--- src/rtl/sun_disc_pkg.sv ---
// Shared constants and types for the sun disc engine: segment table, slopes, colour type.
// Latency: n/a (constants and pure functions only).
// Backpressure: n/a.
package sun_disc_pkg;

  // Segment boundaries on the fade_level axis
  localparam logic [7:0] RISE_START = 8'd64;
  localparam logic [7:0] TRAV_START = 8'd113;
  localparam logic [7:0] SET_START  = 8'd239;

  // Segment origins and slopes (slopes are pixels per fade step, scaled by 256)
  localparam logic [19:0] RISE_X0 = 20'd640;
  localparam logic [19:0] RISE_Y0 = 20'd310;
  localparam logic [19:0] RISE_SX = 20'd427;
  localparam logic [19:0] RISE_SY = 20'd1120;

  localparam logic [19:0] TRAV_X0 = 20'd560;
  localparam logic [19:0] TRAV_Y0 = 20'd100;
  localparam logic [19:0] TRAV_SX = 20'd819;
  localparam logic [19:0] TRAV_SY = 20'd0;

  localparam logic [19:0] SET_X0  = 20'd160;
  localparam logic [19:0] SET_Y0  = 20'd100;
  localparam logic [19:0] SET_SX  = 20'd1280;
  localparam logic [19:0] SET_SY  = 20'd3360;

  typedef logic [11:0] rgb444_t;

  typedef enum logic [1:0] {HIDDEN, RISE, TRAV, SET} seg_e;

  typedef enum logic [1:0] {ST_IDLE, ST_SEG, ST_MUL, ST_COMMIT} traj_state_e;

  function automatic seg_e seg_of(input logic [7:0] fade);
    if (fade < RISE_START)      return HIDDEN;
    else if (fade < TRAV_START) return RISE;
    else if (fade < SET_START)  return TRAV;
    else                        return SET;
  endfunction

  // Offset into the segment; every visible segment is shorter than 128 steps
  function automatic logic [6:0] seg_offset(input seg_e seg, input logic [7:0] fade);
    case (seg)
      RISE:    return 7'(fade - RISE_START);
      TRAV:    return 7'(fade - TRAV_START);
      SET:     return 7'(fade - SET_START);
      default: return 7'd0;
    endcase
  endfunction

  function automatic logic [19:0] seg_x0(input seg_e seg);
    case (seg)
      RISE:    return RISE_X0;
      TRAV:    return TRAV_X0;
      SET:     return SET_X0;
      default: return 20'd0;
    endcase
  endfunction

  function automatic logic [19:0] seg_y0(input seg_e seg);
    case (seg)
      RISE:    return RISE_Y0;
      TRAV:    return TRAV_Y0;
      SET:     return SET_Y0;
      default: return 20'd0;
    endcase
  endfunction

  function automatic logic [19:0] seg_sx(input seg_e seg);
    case (seg)
      RISE:    return RISE_SX;
      TRAV:    return TRAV_SX;
      SET:     return SET_SX;
      default: return 20'd0;
    endcase
  endfunction

  function automatic logic [19:0] seg_sy(input seg_e seg);
    case (seg)
      RISE:    return RISE_SY;
      TRAV:    return TRAV_SY;
      SET:     return SET_SY;
      default: return 20'd0;
    endcase
  endfunction

  // Only the rising segment moves the disc up the screen (y decreasing)
  function automatic logic seg_y_down(input seg_e seg);
    return (seg == RISE);
  endfunction

endpackage

--- src/rtl/sun_traj_fsm.sv ---
// Per-frame trajectory evaluator: segment select then 7-cycle shift-add for x and y in parallel.
// Latency: commit 9 cycles after frame_start when visible, 2 cycles when hidden.
// Backpressure: none; a new frame_start while busy aborts and restarts from SEG.
module sun_traj_fsm
  import sun_disc_pkg::*;
(
  input  logic       i_clk,
  input  logic       i_rst,
  input  logic       i_frame_start,
  input  logic [7:0] i_fade_level,
  output logic       o_busy,
  output logic       o_commit,
  output logic [9:0] o_x,
  output logic [8:0] o_y,
  output logic       o_vis
);

  traj_state_e r_state;
  traj_state_e w_next;

  logic [7:0]  r_fade;
  seg_e        r_seg;
  logic [6:0]  r_t;
  logic [19:0] r_mcand_x;
  logic [19:0] r_mcand_y;
  logic [19:0] r_acc_x;
  logic [19:0] r_acc_y;
  logic [2:0]  r_cnt;
  seg_e        w_seg;

  assign w_seg = seg_of(r_fade);

  // State register
  always_ff @(posedge i_clk) begin
    if (i_rst) r_state <= ST_IDLE;
    else       r_state <= w_next;
  end

  // Next state and commit outputs; a frame_start always restarts at SEG and suppresses a pending commit
  always_comb begin
    w_next   = r_state;
    o_busy   = (r_state != ST_IDLE);
    o_commit = 1'b0;
    o_vis    = (r_seg != HIDDEN);
    o_x      = 10'd0;
    o_y      = 9'd0;
    if (i_frame_start) begin
      w_next = ST_SEG;
    end else begin
      case (r_state)
        ST_IDLE:   w_next = ST_IDLE;
        ST_SEG:    w_next = (w_seg == HIDDEN) ? ST_COMMIT : ST_MUL;
        ST_MUL:    w_next = (r_cnt == 3'd6) ? ST_COMMIT : ST_MUL;
        ST_COMMIT: begin
          w_next   = ST_IDLE;
          o_commit = 1'b1;
        end
        default:   w_next = ST_IDLE;
      endcase
    end
    if (r_seg != HIDDEN) begin
      o_x = 10'(seg_x0(r_seg) - (r_acc_x >> 8));
      if (seg_y_down(r_seg)) o_y = 9'(seg_y0(r_seg) - (r_acc_y >> 8));
      else                   o_y = 9'(seg_y0(r_seg) + (r_acc_y >> 8));
    end
  end

  // Fade capture, segment setup and LSB-first shift-add accumulation
  always_ff @(posedge i_clk) begin
    if (i_rst) begin
      r_fade    <= 8'd0;
      r_seg     <= HIDDEN;
      r_t       <= 7'd0;
      r_mcand_x <= 20'd0;
      r_mcand_y <= 20'd0;
      r_acc_x   <= 20'd0;
      r_acc_y   <= 20'd0;
      r_cnt     <= 3'd0;
    end else begin
      if (i_frame_start) r_fade <= i_fade_level;
      case (r_state)
        ST_SEG: begin
          r_seg     <= w_seg;
          r_t       <= seg_offset(w_seg, r_fade);
          r_mcand_x <= seg_sx(w_seg);
          r_mcand_y <= seg_sy(w_seg);
          r_acc_x   <= 20'd0;
          r_acc_y   <= 20'd0;
          r_cnt     <= 3'd0;
        end
        ST_MUL: begin
          if (r_t[0]) begin
            r_acc_x <= r_acc_x + r_mcand_x;
            r_acc_y <= r_acc_y + r_mcand_y;
          end
          r_mcand_x <= r_mcand_x << 1;
          r_mcand_y <= r_mcand_y << 1;
          r_t       <= r_t >> 1;
          r_cnt     <= r_cnt + 3'd1;
        end
        default: ;
      endcase
    end
  end

endmodule

--- src/rtl/sun_disc_engine.sv ---
// Sun disc renderer: per-frame trajectory with double-buffered centre, 3-stage pixel pipeline with halo ring.
// Latency: rgb_valid/sun_rgb/sun_hit follow pix_valid by 3 cycles; centre commits between frames.
// Backpressure: none; accepts one pixel per cycle, fully pipelined.
module sun_disc_engine
  import sun_disc_pkg::*;
#(
  parameter int      RADIUS     = 24,
  parameter int      HALO_W     = 8,
  parameter rgb444_t COLOR_CORE = 12'hFF0,
  parameter rgb444_t COLOR_HALO = 12'hF80,
  parameter int      V_RES      = 480
) (
  input  logic        i_clk,
  input  logic        i_rst,
  input  logic        i_frame_start,
  input  logic [7:0]  i_fade_level,
  input  logic        i_halo_en,
  input  logic        i_pix_valid,
  input  logic [9:0]  i_pixel_x,
  input  logic [8:0]  i_pixel_y,
  output logic        o_rgb_valid,
  output logic [11:0] o_sun_rgb,
  output logic        o_sun_hit,
  output logic        o_pos_busy,
  output logic [9:0]  o_sun_x,
  output logic [8:0]  o_sun_y
);

  localparam logic [23:0] CORE_R2 = 24'(RADIUS * RADIUS);
  localparam logic [23:0] HALO_R2 = 24'((RADIUS + HALO_W) * (RADIUS + HALO_W));

  logic        w_commit;
  logic [9:0]  w_new_x;
  logic [8:0]  w_new_y;
  logic        w_new_vis;

  logic [9:0]  r_sun_x;
  logic [8:0]  r_sun_y;
  logic        r_vis;

  logic               r_s1_vld;
  logic signed [11:0] r_s1_dx;
  logic signed [11:0] r_s1_dy;
  logic               r_s1_draw;
  logic               r_s1_halo;

  logic               r_s2_vld;
  logic [23:0]        r_s2_dist2;
  logic               r_s2_draw;
  logic               r_s2_halo;

  logic               r_s3_vld;
  rgb444_t            r_s3_rgb;
  logic               r_s3_hit;

  logic signed [11:0] w_dx;
  logic signed [11:0] w_dy;
  logic signed [23:0] w_dx_ext;
  logic signed [23:0] w_dy_ext;
  logic signed [23:0] w_dx_sq;
  logic signed [23:0] w_dy_sq;
  logic [23:0]        w_dist2;

  sun_traj_fsm u_traj (
    .i_clk         (i_clk),
    .i_rst         (i_rst),
    .i_frame_start (i_frame_start),
    .i_fade_level  (i_fade_level),
    .o_busy        (o_pos_busy),
    .o_commit      (w_commit),
    .o_x           (w_new_x),
    .o_y           (w_new_y),
    .o_vis         (w_new_vis)
  );

  // Active centre only changes on a commit, so a frame's pixels see one stable position
  always_ff @(posedge i_clk) begin
    if (i_rst) begin
      r_sun_x <= 10'd0;
      r_sun_y <= 9'd0;
      r_vis   <= 1'b0;
    end else if (w_commit) begin
      r_sun_x <= w_new_x;
      r_sun_y <= w_new_y;
      r_vis   <= w_new_vis;
    end
  end

  // Zero-extend before subtracting so a centre past the right edge yields negative dx, never a wrap
  assign w_dx = $signed({2'b00, i_pixel_x} - {2'b00, r_sun_x});
  assign w_dy = $signed({3'b000, i_pixel_y} - {3'b000, r_sun_y});

  // Stage 1: offsets from the centre captured together with the pixel
  always_ff @(posedge i_clk) begin
    if (i_rst) begin
      r_s1_vld  <= 1'b0;
      r_s1_dx   <= 12'sd0;
      r_s1_dy   <= 12'sd0;
      r_s1_draw <= 1'b0;
      r_s1_halo <= 1'b0;
    end else begin
      r_s1_vld  <= i_pix_valid;
      r_s1_dx   <= w_dx;
      r_s1_dy   <= w_dy;
      r_s1_draw <= r_vis && (32'(r_sun_y) < V_RES);
      r_s1_halo <= i_halo_en;
    end
  end

  assign w_dx_ext = {{12{r_s1_dx[11]}}, r_s1_dx};
  assign w_dy_ext = {{12{r_s1_dy[11]}}, r_s1_dy};
  assign w_dx_sq  = w_dx_ext * w_dx_ext;
  assign w_dy_sq  = w_dy_ext * w_dy_ext;
  assign w_dist2  = w_dx_sq + w_dy_sq;

  // Stage 2: squared distance
  always_ff @(posedge i_clk) begin
    if (i_rst) begin
      r_s2_vld   <= 1'b0;
      r_s2_dist2 <= 24'd0;
      r_s2_draw  <= 1'b0;
      r_s2_halo  <= 1'b0;
    end else begin
      r_s2_vld   <= r_s1_vld;
      r_s2_dist2 <= w_dist2;
      r_s2_draw  <= r_s1_draw;
      r_s2_halo  <= r_s1_halo;
    end
  end

  // Stage 3: colour select; outputs stay black whenever no valid pixel is presented
  always_ff @(posedge i_clk) begin
    if (i_rst) begin
      r_s3_vld <= 1'b0;
      r_s3_rgb <= 12'h000;
      r_s3_hit <= 1'b0;
    end else begin
      r_s3_vld <= r_s2_vld;
      r_s3_rgb <= 12'h000;
      r_s3_hit <= 1'b0;
      if (r_s2_vld && r_s2_draw) begin
        if (r_s2_dist2 <= CORE_R2) begin
          r_s3_rgb <= COLOR_CORE;
          r_s3_hit <= 1'b1;
        end else if (r_s2_halo && (r_s2_dist2 <= HALO_R2)) begin
          r_s3_rgb <= COLOR_HALO;
          r_s3_hit <= 1'b1;
        end
      end
    end
  end

  assign o_rgb_valid = r_s3_vld;
  assign o_sun_rgb   = r_s3_rgb;
  assign o_sun_hit   = r_s3_hit;
  assign o_sun_x     = r_sun_x;
  assign o_sun_y     = r_sun_y;

endmodule
--- config.mk ---
export PLATFORM = sky130hd
export DESIGN_NAME = sun_disc_engine
export DESIGN_NICKNAME = d
export VERILOG_FILES = /design/src/rtl/sun_disc_pkg.sv /design/src/rtl/sun_traj_fsm.sv /design/src/rtl/sun_disc_engine.sv
export SDC_FILE = /design/constraint.sdc
export NUM_CORES = 1
export LEC_CHECK = 0
export BUFFER_PORTS_ARGS = -buffer_cell sky130_fd_sc_hd__buf_4
export CAP_MARGIN = 0
export CORE_MARGIN = 5
export CORE_UTILIZATION = 63
export CTS_CLUSTER_SIZE = 28
export DETAILED_ROUTE_END_ITERATION = 10
export MAX_ROUTING_LAYER = met4
export PLACE_DENSITY = 0.8
export SYNTH_ARGS = -nofsm -noshare
export SYNTH_HDL_FRONTEND = slang
export SYNTH_SLANG_ARGS = --single-unit
--- constraint.sdc ---
create_clock -name i_clk -period 7.4 [get_ports i_clk]
set_input_delay 1.11 -clock i_clk [delete_from_list [all_inputs] [get_ports i_clk]]
set_output_delay 1.11 -clock i_clk [all_outputs]
set_load 0.05 [all_outputs]
# Word-level counts from Yosys, hierarchy flattened
# Cells that the tools add are included.
# word_totals
reg_bits	187
inputBits	32
# op_classes
addsub	12
mul	2
n_lt_le_gt_ge	6
n_eq_ne	11
n_mux	34
bitwise_logic	1
n_reduce_logical	14
# ops
cell	n
20-bit case mux with 2 select lines	4
9-bit two-way mux	6
20-bit adder	2
20-bit two-way mux	2
11-bit case mux with 3 select lines	1
10-bit case mux with 3 select lines	1
24-bit adder	1
24-bit by 10-bit less-or-equal comparator with 1-bit output (second input constant)	1
24-bit by 11-bit less-or-equal comparator with 1-bit output (second input constant)	1
12-bit two-way mux	2
12-bit case mux with 2 select lines	1
11-bit by 11-bit multiplier with 22-bit output	1
7-bit case mux with 3 select lines	1
7-bit subtractor (second input constant)	3
10-bit by 10-bit multiplier with 20-bit output	1
10-bit two-way mux	2
8-bit by 7-bit < comparator with 1-bit output (second input constant)	2
7-bit case mux with 2 select lines	1
2-bit == test (second input constant)	6
10-bit by 10-bit subtractor with 11-bit output	1
10-bit subtractor	1
9-bit by 9-bit subtractor with 10-bit output	1
9-bit adder	1
9-bit < comparator (second input constant)	1
other kinds (18)	36

# Logic depth before layout (Yosys ltp)
# Gate-level depths: netlist of the first run.
# logic_depth
ltp_word	8
ltp_mapped	32

# Hierarchy
# A second synthesis of the first run with hierarchy kept.
# unflattened
cells_unflattened	1972
hier_area_um2	16972.5
# by_module_without_submodules
mod	instances	cells_each	area_each_um2	seq_area_each_um2
sun_disc_engine	1	1345	11785.1	1481.4
sun_traj_fsm	1	627	5187.5	1641.6

# Least setup slack after synthesis of the first run
# OpenSTA, ideal clock, no wires.
# synth_path
path_kind	register to register
from	register r_s1_dy[9] (netlist name)
to	register r_s2_dist2[21]
t_arrival_ps	6374
slack_ps	930
path_stages_with_launch	26
synth_period_minus_slack_ps	6470
path_cell_list	dfxtp_1 clkbuf_1 and2_1 fa_1 inv_1 fa_1 inv_1 fa_1 fa_1 inv_1 fa_1 inv_1 ha_1 or3_1 a211oi_1 nor2_1 xnor2_1 ha_1 o21ai_0 a21oi_1 and2_1 o41ai_1 a31oi_1 a21boi_0 mux2i_1 o311ai_1
# synth_via
elab_chain_cells	2
# synth_lines
item	line_no	source
10-bit by 10-bit multiplier with 20-bit output	sun_disc_engine.sv:113	assign w_dy_sq = w_dy_ext * w_dy_ext;
24-bit adder	sun_disc_engine.sv:114	assign w_dist2 = w_dx_sq + w_dy_sq;
to (signal assigned)	sun_disc_engine.sv:125	r_s2_dist2 <= w_dist2;
to (decl)	sun_disc_engine.sv:48	logic [23:0] r_s2_dist2;
# Every way passes these cells.
# A chain may end at the register's enable or synchronous reset.

# Final worst setup path of the first run
# layout_path
from	register r_s1_dx[3]
to	register r_s2_dist2[21]
# layout_via
elab_chain_cells	2
# layout_lines
item	line_no	source
from (decl)	sun_disc_engine.sv:42	logic signed [11:0] r_s1_dx;
from (signal assigned)	sun_disc_engine.sv:103	r_s1_dx <= w_dx;
11-bit by 11-bit multiplier with 22-bit output	sun_disc_engine.sv:112	assign w_dx_sq = w_dx_ext * w_dx_ext;
24-bit adder	sun_disc_engine.sv:114	
# Every way passes these cells.

==> results of run 1 <==
[metal layers]
metal / global-route usage / vias up
met4: 0.0779 / 0
met2: 0.442 / 201
li1: - / 6419
met1: 0.281 / 6363
met5: - / -
met3: 0.0288 / 69
[cell type report]
type	count	area share
Tap cell	341	0.0235
Multi-Input combinational cell	1389	0.665
Sequential cell	156	0.173
Clock inverter	15	0.00938
Clock buffer	17	0.0234
Inverter	367	0.0759
Timing Repair Buffer	72	0.0298
[worst max-delay path: cells and delay by family, from the launching register on]
family	cells	cell delay (ns)
fa+ha+maj	7	3.35
compound gates	7	1.70
simple gates	5	0.73
flops	1	0.64
xor+xnor	1	0.18
buf+inv	3	0.15
mux	1	0.13
[power breakdown]
group          leakage, nW  switching [mW]  internal (mW)
clock                0.293           0.442          0.455
sequential            1.28          0.0591          0.920
combinational         7.48            1.26          0.943
total                 9.05            1.76           2.32
[metrics by stage]
step | utilization | hold slack, ns | cell area, um^2 | instances | total power, mW
final | 0.681 | 0.455 | 18100 | 2357 | 4.08
after global routing | 0.681 | 0.478 | 18100 | 2357 | 4.45
after CTS | 0.680 | 0.459 | 18100 | 2357 | 4.09
after detailed placement | 0.658 | 0.443 | 17500 | 2325 | 3.16
after global placement | 0.658 | 0.421 | 17500 | 2325 | 3.09
after floorplan | - | 0.414 | 16900 | 1993 | 2.74
[worst paths after layout]
kind,start,end,slack [ns],depth (start not counted)
setup / recovery,r_s1_dx[3],r_s2_dist2[21],0.44,24
setup reg to reg,r_s1_dx[3],r_s2_dist2[21],0.44,24
hold / removal,r_s1_draw,r_s2_draw,0.45,1
hold reg to reg,r_s1_draw,r_s2_draw,0.45,1
[cells in the mapped netlist, types with 25 or more instances]
| cell | n |
|---|---|
| o21ai_0 | 54 |
| a22oi_1 | 40 |
| nor2b_1 | 36 |
| ha_1 | 189 |
| dfxtp_1 | 156 |
| and2_1 | 43 |
| xnor2_1 | 87 |
| fa_1 | 186 |
| a21o_1 | 32 |
| a211oi_1 | 25 |
| a21oi_1 | 119 |
| nand2_1 | 117 |
| xor2_1 | 29 |
| inv_1 | 366 |
| clkbuf_1 | 62 |
| nand3_1 | 30 |
| nor2_1 | 180 |
| nand2b_1 | 45 |
[cells by family after synthesis]
family / count (synthesis) / synth area share
XOR/XNOR: 116 / 0.0602
flip-flops: 156 / 0.185
other: 1 / 0.000222
AO/OA/AOI/OAI: 353 / 0.133
multiplexers: 19 / 0.0115
adder cells (fa/ha/maj): 375 / 0.360
buffers and inverters: 448 / 0.102
AND/OR/NAND/NOR: 522 / 0.148
[sequential cells by signal, indices dropped and copies added, names as in the netlist, 2 cells and up]
name	flops
o_sun_y	9
r_s1_dy	10
u_traj.r_mcand_y	12
u_traj.r_state	2
u_traj.r_seg	2
u_traj.r_mcand_x	18
o_sun_x	10
r_s1_dx	11
r_s2_dist2	24
u_traj.r_acc_x	18
u_traj.r_fade	8
u_traj.r_cnt	3
u_traj.r_acc_y	12
u_traj.r_t	7
==> metrics, run 1 <==
Tmin final=6.96 ns; Max clock buf depth=2; status=finished, final reports clean; largest net degree at the start of global routing=79; Multi-input gate area=~12,000 um^2; top post-synthesis cells by area=fa_1 22%, dfxtp_1 18%, ha_1 14%, inv_1 8.1%, xnor2_1 4.5%; RSZ-0062 raised after global routing=no; post-DR vias/cell=approximately 5.5; post-route ant nets=0; Yosys cell types=57; final count of pins violating max slew=0; async set-reset flop share out of synthesis=0; HP Class=register to register; global-route wire length before repair=just over 60,000 um; Row Count=60; pwr dens=225 nW/um^2; Synth Flop Type=dfxtp_1; met3 wire length=approximately 1000 um; die height=174 um; initial core utilization=0.634; core box area=26,700 um^2; Clock Skews=about 0.013 ns; overall routing resource usage=0.244; Root Buffer=clkbuf_16; drt wl/cell=14.7 um; Setup TNS=0 ns; routability congestion estimate=~0.9; CP endpoint kind=register; Register Area=around 3100 um^2; Tcrit/Tclk final=0.941; dpl ws=~0.4 ns; EDFF count, synth=0; met1 WL=14,300 um; hold buffers post-CTS=0; Num CTS Buffers=17; final hold vios=0; Pre-antenna DRT Iters=5; Clock H-tree levels=4; CTS tree=yes; FILL cells=roughly 2,100; Post-CTS Setup Inserts=0; critical path cell sequence=nand2_1 > fa_1 > inv_1 > fa_1 > fa_1 > fa_1 > inv_1 > fa_1 > inv_1 > ha_1 > a21oi_1 > o211ai_1 > a211oi_1 > nor3_1 > xor2_1 > ha_1 > nor2_1 > a21oi_1 > and2_1 > nand4_1 > a31oi_1 > a21boi_0 > mux2i_1 > o311ai_1; Port Buffer Count=between 60 and 70; Final WS setup=~0.44 ns; Die Area=~30,000 um^2; Relative slew margins=0.545; HPWL after DPL=27,200 um; synthesized area per cell=8.49 um^2; Synth Register Bits=approximately 160; post-synth top area share=0.220; Final #Nets=between 2,000 and 2,500; largest area contributor in the synthesized netlist=fa_1; Required @ worst endpoint=7.75 ns; Setup violations, final=0; Slew @ Worst Pin=approximately 0.68 ns; Lkg Pwr=9.05 nW; DR vias=approximately 13,000; share of cells above drive strength 1=0.0640; Die X=between 150 and 200 um; Ports=66; clock latency on the worst-skew pair=between 0.4 and 0.5 ns; CP arrival=~7.3 ns; Layout area overhead=7.43%; Netlist Area Pre-Place=roughly 17,000 um^2; clock transition at the registers of the reported paths=roughly 0.07 ns; met2 WL=between 15,000 and 20,000 um; crit-path most repeated cell=fa_1; sequential share of the synthesized area=0.185; Mapped Cells=between 1,500 and 2,000; max-cap viol count=0; clock sinks=about 160; Startpoint Class=register; diode count=0; fmax=144 MHz; post-CTS resize count=0; GRT overflow=0; Critical Path Slowest Stage Cell=dfxtp_1; synth warn=0; DRC Markers=0; VDD IR max=~0.26 mV; CP max stage delay=roughly 0.64 ns; commonest non-fill, non-tap cell in the layout=inv_1; CP Max Fanout=14; commonest non-fill, non-tap cells in the layout=366 x inv_1, 188 x ha_1, 186 x fa_1; antenna violations before repair=0; WS Path Type=register to register; wirelength, routed=34,700 um; vias in the first global route=around 14,000; First DRT Iteration DRCs=about 660; Max Used Layer=met4
Power figures use the tool's default switching activity.
==> run 2: changes to the inputs <==
--- a/config.mk
+++ b/config.mk
@@ -12,7 +12,7 @@
 export CTS_CLUSTER_SIZE = 28
 export DETAILED_ROUTE_END_ITERATION = 10
 export MAX_ROUTING_LAYER = met4
-export PLACE_DENSITY = 0.8
+export PLACE_DENSITY_LB_ADDON = 0.05
 export SYNTH_ARGS = -nofsm -noshare
 export SYNTH_HDL_FRONTEND = slang
 export SYNTH_SLANG_ARGS = --single-unit
==> run 2 against run 1 <==
Count of clock-buffer cells in the layout did not move. First-iteration DRC count shrank 13%. Combinational power about the same. Sequential power barely moved. Non-clock buffer count down 3. Global-route usage shrank 0.19 points. Sequential cell count is the same. Routed wire length fell by 0.25%. Cell count shrank 0.13%. Sequential share of layout area barely moved. Clock skew shrank 0.0023 ns. Utilization is essentially flat. Critical endpoint unchanged. Highest routed layer unchanged.
==> metrics, run 2 (synthesis results as in run 1) <==
drt wl/cell=about 15 um; global-route wire length before repair=approximately 60,000 um; commonest non-fill, non-tap cell in the layout=inv_1; Startpoint Class=register; Required @ worst endpoint=approximately 7.7 ns; CP Max Fanout=14; Lkg Pwr=between 9 and 10 nW; max-cap viol count=0; Hold Path Depth=1; Root Buffer=clkbuf_16; post-route ant nets=0; initial core utilization=0.634; antenna violations before repair=0; pwr dens=roughly 230 nW/um^2; fmax=between 100 and 150 MHz; Row Count=60; Port Buffer Count=61; FF-to-FF path depth=25; CP endpoint kind=register; R2R Setup Slk=about 0.38 ns; top flop regs=r_s2_dist2: 24 flops, u_traj.r_acc_x: 18 flops, u_traj.r_mcand_x: 18 flops; clock sinks=about 160; share of cells above drive strength 1=0.0636; largest reg by FF count=r_s2_dist2; Largest register FFs=24; First DRT Iteration DRCs=570; Pre-antenna DRT Iters=6; clock latency on the worst-skew pair=0.43 ns; status=finished, final reports clean; CP max stage delay=slightly above 0.7 ns; post-DR vias/cell=between 5 and 6; DRC Markers=0; cell area after layout=18,200 um^2; Slew @ Worst Pin=1.07 ns; Hold EP=r_s2_halo; Clock H-tree levels=4; overall routing resource usage=0.242; clock transition at the registers of the reported paths=about 0.070 ns; Tmin final=between 7 and 8 ns; WS Path Type=register to register; Tcrit/Tclk final=0.949; largest net degree at the start of global routing=88; final count of pins violating max slew=0; Clock Skews=0.0110 ns; Die X=roughly 170 um; hold buffers post-CTS=0; Final #Nets=around 2,400; core box area=26,700 um^2; Max clock buf depth=2; VDD IR max=between 0.2 and 0.25 mV; Ports=66; Post-CTS Setup Inserts=0; routability congestion estimate=around 0.88; Relative slew margins=0.284; final hold vios=0; hold path start=r_s1_halo; vias in the first global route=about 13,000; Critical Path Slowest Stage Cell=fa_1; Layout area overhead=7.50%; Area after DPL=17,500 um^2; DR vias=around 13,000; CP arrival=between 7 and 8 ns; Num CTS Buffers=17; GRT overflow=0; diode count=0; Setup violations, final=0; endpoint of the worst register-to-register path=r_s2_dist2[21]; dpl ws=0.354 ns; HPWL after DPL=27,200 um; wirelength, routed=34,600 um; commonest non-fill, non-tap cells in the layout=366 x inv_1, 188 x ha_1, 186 x fa_1; die height=174 um; Final WS setup=0.377 ns; CTS tree=yes; HP Class=register to register; Die Area=a little over 30,000 um^2; FF-to-FF Start=r_s1_dy[3]; crit-path most repeated cell=fa_1; post-CTS resize count=0
## run 2: worst max path at each step
stage / from / end / slack, ns
2_1_floorplan: r_s1_dy[9] / r_s2_dist2[21] / 0.93
3_5_place_dp: r_s1_dy[3] / r_s2_dist2[21] / 0.35
5_1_grt: r_s1_dy[3] / r_s2_dist2[21] / -0.01
3_3_place_gp: r_s1_dy[3] / r_s2_dist2[21] / 0.57
6_report: r_s1_dy[3] / r_s2_dist2[21] / 0.38
4_1_cts: r_s1_dy[9] / r_s2_dist2[21] / 0.28
## run 2: area by class of cell
type / count / area (um^2)
Multi-Input combinational cell: 1389 / 12100
Inverter: 367 / 1380
Tap cell: 341 / 427
Fill cell: 2259 / 8500
Clock inverter: 15 / 189
Clock buffer: 17 / 425
Sequential cell: 156 / 3130
Timing Repair Buffer: 69 / 518
## run 2: power breakdown
part	total, mW	internal, mW	switching (mW)
registers	0.980	0.920	0.0595
logic	2.19	0.942	1.25
clock network	0.920	0.489	0.431
## run 2: routing by layer
metal | share of wire | GRT usage | up-vias
met3 | 0.026 | 0.0286 | 52
met5 | 0 | - | -
met2 | 0.53 | 0.434 | 192
met1 | 0.42 | 0.288 | 6196
met4 | 0.021 | 0.0643 | 0
li1 | - | - | 6412
## run 2: worst max-delay path: cells and delay by family, from the launching register on
kind	cells	cell delay, ns
multiplexers	1	0.14
adder cells (fa/ha/maj)	7	3.26
AND/OR/NAND/NOR	6	1.24
flip-flops	1	0.48
XOR/XNOR	1	0.15
buffers and inverters	4	0.30
AO/OA/AOI/OAI	6	1.36
## run 2: per-stage QoR
step                setup TNS (ns)   util  power [mW]  std cells  hold WS, ns
finish                           0  0.681        4.09       2354        0.444
global route               -0.0127  0.681        4.46       2354        0.459
detailed placement               0  0.657        3.16       2322        0.435
floorplan                        0      -        2.74       1993        0.414
global placement                 0  0.657        3.11       2322        0.421
CTS                              0  0.680        4.10       2354        0.451
